File: config.mk
export PLATFORM = sky130hd
export DESIGN_NAME = mem_bus_bridge
export DESIGN_NICKNAME = d
export VERILOG_FILES = /design/src/rtl/mem_bus_bridge.sv
export SDC_FILE = /design/constraint.sdc
export NUM_CORES = 1
export LEC_CHECK = 0
export BUFFER_PORTS_ARGS = -buffer_cell sky130_fd_sc_hd__buf_4
export CORE_ASPECT_RATIO = 1.25
export CORE_MARGIN = 5
export CORE_UTILIZATION = 28
export DETAILED_ROUTE_END_ITERATION = 8
export PLACE_DENSITY = 0.52
export SYNTH_ARGS = -nofsm -noshare
export SYNTH_HDL_FRONTEND = slang
export SYNTH_SLANG_ARGS = --single-unit
File: constraint.sdc
create_clock -name clk -period 5.3 [get_ports clk]
set_input_delay 0.795 -clock clk [delete_from_list [all_inputs] [get_ports clk]]
set_output_delay 0.795 -clock clk [all_outputs]
set_load 0.01 [all_outputs]
File: src/rtl/mem_bus_bridge.sv
// mem_bus_bridge: turns single-cycle MEM-stage load/store requests into
// byte-lane-aligned transactions on a ready-handshaked memory/MMIO bus,
// stalling the pipeline until the bus answers.
//
// Optional feature: define MEM_BUS_BRIDGE_TIMEOUT_EN to abort a bus access
// that waits TIMEOUT cycles without bus_ready (cpu_err pulses, read data 0).
// Without it, BUSY waits for bus_ready indefinitely.

module mem_bus_bridge #(
    parameter logic [7:0] TIMEOUT = 8'd255
) (
    input  logic        clk,
    input  logic        reset,
    input  logic        cpu_rd,
    input  logic        cpu_wr,
    input  logic [31:0] cpu_addr,
    input  logic [31:0] cpu_wdata,
    input  logic [2:0]  cpu_dm_ctrl,
    output logic [31:0] cpu_rdata,
    output logic        cpu_stall,
    output logic        cpu_err,
    output logic        bus_req,
    output logic        bus_we,
    output logic [31:0] bus_addr,
    output logic [3:0]  bus_be,
    output logic [31:0] bus_wdata,
    input  logic [31:0] bus_rdata,
    input  logic        bus_ready
);

    typedef enum logic [1:0] {
        IDLE = 2'd0,
        BUSY = 2'd1,
        DONE = 2'd2
    } state_t;

    state_t      state;
    logic        req;
    logic        aligned;
    logic [3:0]  lane_be;
    logic [31:0] lane_wdata;

`ifdef MEM_BUS_BRIDGE_TIMEOUT_EN
    logic [7:0]  wait_cnt;
`endif

    assign req = cpu_rd | cpu_wr;

    // Decode the access width into alignment, byte enables and replicated write data
    always_comb begin
        aligned    = 1'b1;
        lane_be    = 4'b1111;
        lane_wdata = cpu_wdata;
        case (cpu_dm_ctrl)
            3'b001, 3'b010: begin
                aligned    = ~cpu_addr[0];
                lane_be    = cpu_addr[1] ? 4'b1100 : 4'b0011;
                lane_wdata = {2{cpu_wdata[15:0]}};
            end
            3'b011, 3'b100: begin
                aligned    = 1'b1;
                lane_be    = 4'b0001 << cpu_addr[1:0];
                lane_wdata = {4{cpu_wdata[7:0]}};
            end
            default: begin
                aligned    = (cpu_addr[1:0] == 2'b00);
                lane_be    = 4'b1111;
                lane_wdata = cpu_wdata;
            end
        endcase
    end

    // Stall while a bus access is being launched or is outstanding; a misaligned
    // request never stalls because it never reaches the bus
    always_comb begin
        cpu_stall = (state == BUSY) || ((state == IDLE) && req && aligned);
    end

    // Transaction FSM with registered bus/CPU outputs; reset abandons any access
    always_ff @(posedge clk or posedge reset) begin
        if (reset) begin
            state     <= IDLE;
            bus_req   <= 1'b0;
            bus_we    <= 1'b0;
            bus_addr  <= 32'h0;
            bus_be    <= 4'h0;
            bus_wdata <= 32'h0;
            cpu_rdata <= 32'h0;
            cpu_err   <= 1'b0;
`ifdef MEM_BUS_BRIDGE_TIMEOUT_EN
            wait_cnt  <= 8'h0;
`endif
        end else begin
            cpu_err <= 1'b0;
            case (state)
                IDLE: begin
                    if (req) begin
                        if (aligned) begin
                            bus_req   <= 1'b1;
                            bus_we    <= cpu_wr;
                            bus_addr  <= {cpu_addr[31:2], 2'b00};
                            bus_be    <= lane_be;
                            bus_wdata <= lane_wdata;
`ifdef MEM_BUS_BRIDGE_TIMEOUT_EN
                            wait_cnt  <= 8'h0;
`endif
                            state     <= BUSY;
                        end else begin
                            cpu_err <= 1'b1;
                        end
                    end
                end
                BUSY: begin
                    if (bus_ready) begin
                        bus_req <= 1'b0;
                        if (!bus_we) begin
                            cpu_rdata <= bus_rdata;
                        end
                        state <= DONE;
                    end
`ifdef MEM_BUS_BRIDGE_TIMEOUT_EN
                    else if (wait_cnt == TIMEOUT) begin
                        bus_req   <= 1'b0;
                        cpu_rdata <= 32'h0;
                        cpu_err   <= 1'b1;
                        state     <= DONE;
                    end else begin
                        wait_cnt <= wait_cnt + 8'd1;
                    end
`endif
                end
                DONE: begin
                    state <= IDLE;
                end
                default: begin
                    state   <= IDLE;
                    bus_req <= 1'b0;
                end
            endcase
        end
    end

endmodule
# ---- Word level (Yosys, flattened, before mapping)
# Cells that the tools add are included.
dict set report word_totals {
  ff_bits 103
  in_bits 104
  out_inout_bits 104
  elab_cells 48
}
dict set report op_classes {
  eq_ne 9
  n_shift 1
  muxes 15
  bitwise_logic 4
  n_reduce_logical 11
}
# operator count
set op_table {}
lappend op_table {{32-bit one-hot mux with 2 select lines} 1}
lappend op_table {{3-bit AND reduction} 3}
lappend op_table {{4-bit one-hot mux with 2 select lines} 1}
lappend op_table {{3-bit by 2-bit equality test with 1-bit output, second input constant} 2}
lappend op_table {{1-bit 2-to-1 mux} 6}
lappend op_table {{2-bit 2-to-1 mux} 3}
lappend op_table {{2-bit != test, second input constant} 3}
lappend op_table {{2-bit zero test} 2}
lappend op_table {{4-bit 2-to-1 mux} 1}
lappend op_table {{2-bit one-hot mux with 2 select lines} 1}
lappend op_table {{4-bit AND reduction} 1}
lappend op_table {{2-bit OR reduction} 2}
lappend op_table {{1-bit by 2-bit left shift with 4-bit output, first input constant} 1}
lappend op_table {{3-bit by 1-bit equality test with 1-bit output, second input constant} 1}
lappend op_table {{3-bit equality test, second input constant} 1}
lappend op_table {{1-bit inverter} 3}
lappend op_table {{1-bit one-hot mux with 3 select lines} 1}
lappend op_table {{2-bit by 1-bit equality test with 1-bit output, second input constant} 1}
lappend op_table {{2-bit equality test, second input constant} 1}
lappend op_table {{1-bit logical AND} 2}
lappend op_table {{1-bit one-hot mux with 2 select lines} 1}
lappend op_table {{1-bit logical OR} 1}
lappend op_table {{1-bit OR} 1}

# ---- Depth between registers and ports, before layout
dict set report depth {
  word_depth 6
  depth_mapped 6
  depth_no_buf 4
}

# ---- Least setup slack after synthesis
# OpenSTA, ideal clock, no wires.
dict set report synth_path {
  path_type {in2out}
  startpoint {in cpu_dm_ctrl[2]}
  endpoint {out cpu_stall}
  arrival_time_ns 2.157
  required_ns 4.505
  path_slack_ns 2.348
  stages 6
  cell_sequence {buf_2 -> nor3b_2 -> nor2_1 -> a2111oi_4 -> buf_4 -> nand2b_1}
}
dict set report synth_via {
  elab_chain_len 5
}
# element line_no
set synth_lines {}
lappend synth_lines {{from (decl)} 18} ;# input logic [2:0] cpu_dm_ctrl,
lappend synth_lines {{3-bit by 2-bit equality test with 1-bit output, or another cell as far along} 54} ;# case (cpu_dm_ctrl)
lappend synth_lines {{2-bit OR reduction} 54}
lappend synth_lines {{1-bit one-hot mux with 2 select lines *} 54}
lappend synth_lines {{1-bit logical AND *} 76} ;# cpu_stall = (state == BUSY) || ((state == IDLE) && req && aligned);
lappend synth_lines {{1-bit logical OR *} 76}
lappend synth_lines {{to (decl)} 20} ;# output logic cpu_stall,
# Mark *: on every way between the ends. The rest lies on a longest branch, timed or not.

# ---- Worst setup path in the final report
# Same ends and word-level chain as after synthesis.

==> impl_results.md <==
- Outcome: finished, final reports clean
- Post-synth EDFFs: 0
- CTS tree: yes
- Synth top area share: 55.90%
- Synth cell count leaders: dfrtp_1 (103), mux2_1 (56), mux2_2 (50)
- Die width: 124.8 um
- VDD IR max: 0.2725 mV
- Clock tree buffer depth: 2
- Synth async-reset ratio: 100.0%
- Clock skew: 6.211 ps
- Most frequent cell after synthesis: dfrtp_1
- Final Cycle Share: 55.40%
- Cell taking the most area after synthesis: dfrtp_1
- FP Rows: 52
- Post-Layout Cell Count: 761
- Sink Count: 103
- Largest stage delay, worst path: 370 ps
- Ys flop type: dfrtp_1
- Placed cells: 745
- Nets: 644
- Share of cells above drive strength 1: 50.83%
- Top Ports: 208
- Vias in the first global route: 3748
- Synthesized area: 0.004611 mm2
- Seq cells post-synth: 103
- Crit Path Max Fanout: 28
- CTS root buf: clkbuf_16
- Post-CTS Setup Inserts: 0
- Antenna Cells: 0
- Yosys warns: 0
- Post-synthesis cell type count: 30
- Clock transition at path regs: 70 ps
- Initial antenna violation count: 0
- Area delta synth->final: 43.77%
- GRT Residual Overflow: 0
- Pleak: 3.068 nW
- HP Class: flop to flop
- Fmax achieved: 340.6 MHz
- Number of DRC markers in iteration 0: 103
- Largest net degree at the start of global routing: 70
- Setup repair after global routing missed its margin: no
- Via count: 3432
- Die ar.: 0.01915 mm2
- Core area: 0.01620 mm2
- DR pass1 iterations: 4
- Hold Vio Cnt, Final: 0
- CP Class: input port to output pin
- Avg Synthesized Cell Area: 13.56 um2
- Routability cong.: 0.7532
- Final Max Slew Viols: 0
- Setup Viol. Count Final: 0
- Final HPWL DP: 9839 um
- Slowest-stage cell, CP: a2111oi_4
- Crit-path cells: buf_4 > nor3b_2 > nor2_1 > a2111oi_4 > nand2b_1 > buf_4
- Hold Buf Count CTS: 0
- Final ANT Viol Nets: 0
- Crit path capture type: output pin
- First-pass GRT wire length: 20070 um
- Sequential area share after synthesis: 55.90%
- Clock Latency Late Sink: 350 ps
- Setup TNS: 0 ps
- Synth area leaders: dfrtp_1 (56%), mux2_1 (14%), mux2_2 (12%)
- Min Clock Period, post-route: 2936 ps
- Max_cap viols: 0
- Worst Reg-to-Reg Cells: 4
- H-tree levels: 3
- Mapped Cells: 340
- GRT Util Overall: 13.31%
- DRC: 0
- PortBufs: 205
- Hold path cells: 1
- Max-slew headroom: 27.18%
- Setup crit start kind: input port
- Post-cts sizing count: 0
- Routed vias/inst: 4.510
- Pwr/cell area: 522.2 mW/mm2
- Final wirelength: 12850 um
- Crit path top cell by count: buf_4
- Avg WL per Cell: 16.88 um
- CP arrival: 2140 ps
- Flop-to-flop setup slack: 3020 ps
- Starting Density: 28.46%
- DIE HEIGHT: 153.5 um
- Cts bufs inserted: 9
- Pin slew with the least headroom to its limit: 1085 ps
- WP data required: 4510 ps
[through the flow]
step	total power, W	hold WS, ps	utilization, %	instance area (um2)	worst slack [ps]
finish	0.003461	478.9	40.92	6629	2364
global route	0.003688	504.9	40.92	6629	2268
CTS	0.003539	483.3	40.92	6629	2368
detailed placement	0.002889	467.8	39.20	6351	2055
global placement	0.002859	466.9	39.20	6351	2127
floorplan	0.002034	492.3	-	4614	1801
[path summary, 6_finish.rpt]
check,from,to
hold reg to reg,bus_req,bus_req
setup / recovery,cpu_dm_ctrl[2],cpu_stall
min in group asynchronous,reset,cpu_rdata[31]
max in group asynchronous,reset,bus_we
hold / removal,bus_req,bus_req
setup reg to reg,state[1],cpu_rdata[7]
[logic make-up after synthesis]
group / count (synthesis) / share of synthesized area [%]
flip-flops: 103 / 55.90
other: 1 / 0.08133
AO/OA/AOI/OAI: 39 / 6.296
AND/OR/NAND/NOR: 39 / 4.505
multiplexers: 123 / 29.58
XOR/XNOR: 1 / 0.1900
buffers and inverters: 34 / 3.447
[final cells by class]
type,count,area (um2)
inverters,13,51.30
multi-input cells,204,1883
clock inverters,3,17.52
fillers,1602,9572
flip-flops and latches,103,2577
well taps,216,270.3
clock buffers,13,260.3
repair buffers,209,1569
[power by group]
part	switching, W	internal (W)	leakage [nW]
Sequential	0.000204	0.00118	1.21
Combinational	0.000622	0.000824	1.73
Clock	0.000290	0.000344	0.136
Total	0.00112	0.00235	3.07
[worst max-delay path, delay by kind of cell]
kind / cells / cell delay, ps
buffers and inverters: 2 / 380
AOI/OAI and AO/OA: 1 / 370
and+or+nand+nor: 3 / 580
[cells in the final DEF, fill, tap and decap left out, types with 9 or more instances in the layout]
cell / instances
buf_4: 209
dfrtp_1: 103
mux2_1: 56
mux2_2: 50
mux2i_1: 17
inv_1: 12
nor2b_1: 11
o21ai_0: 10
clkbuf_16: 9
[routing by layer]
metal / wire, um / part of all wire (%) / up-vias / global-route usage [%]
li1: - / - / 1605 / -
met5: 0 / 0 / - / 0
met4: 317 / 2.5 / 0 / 6.214
met3: 721 / 5.6 / 16 / 3.700
met2: 6960 / 54 / 96 / 23.63
met1: 4847 / 38 / 1715 / 14.69
[state kept, by name, indices dropped and copies added, names as in the netlist]
register	flops
cpu_rdata	32
bus_req	1
bus_addr	30
bus_we	1
bus_be	4
bus_wdata	32
state	2
cpu_err	1
Power figures use the tool's default switching activity.
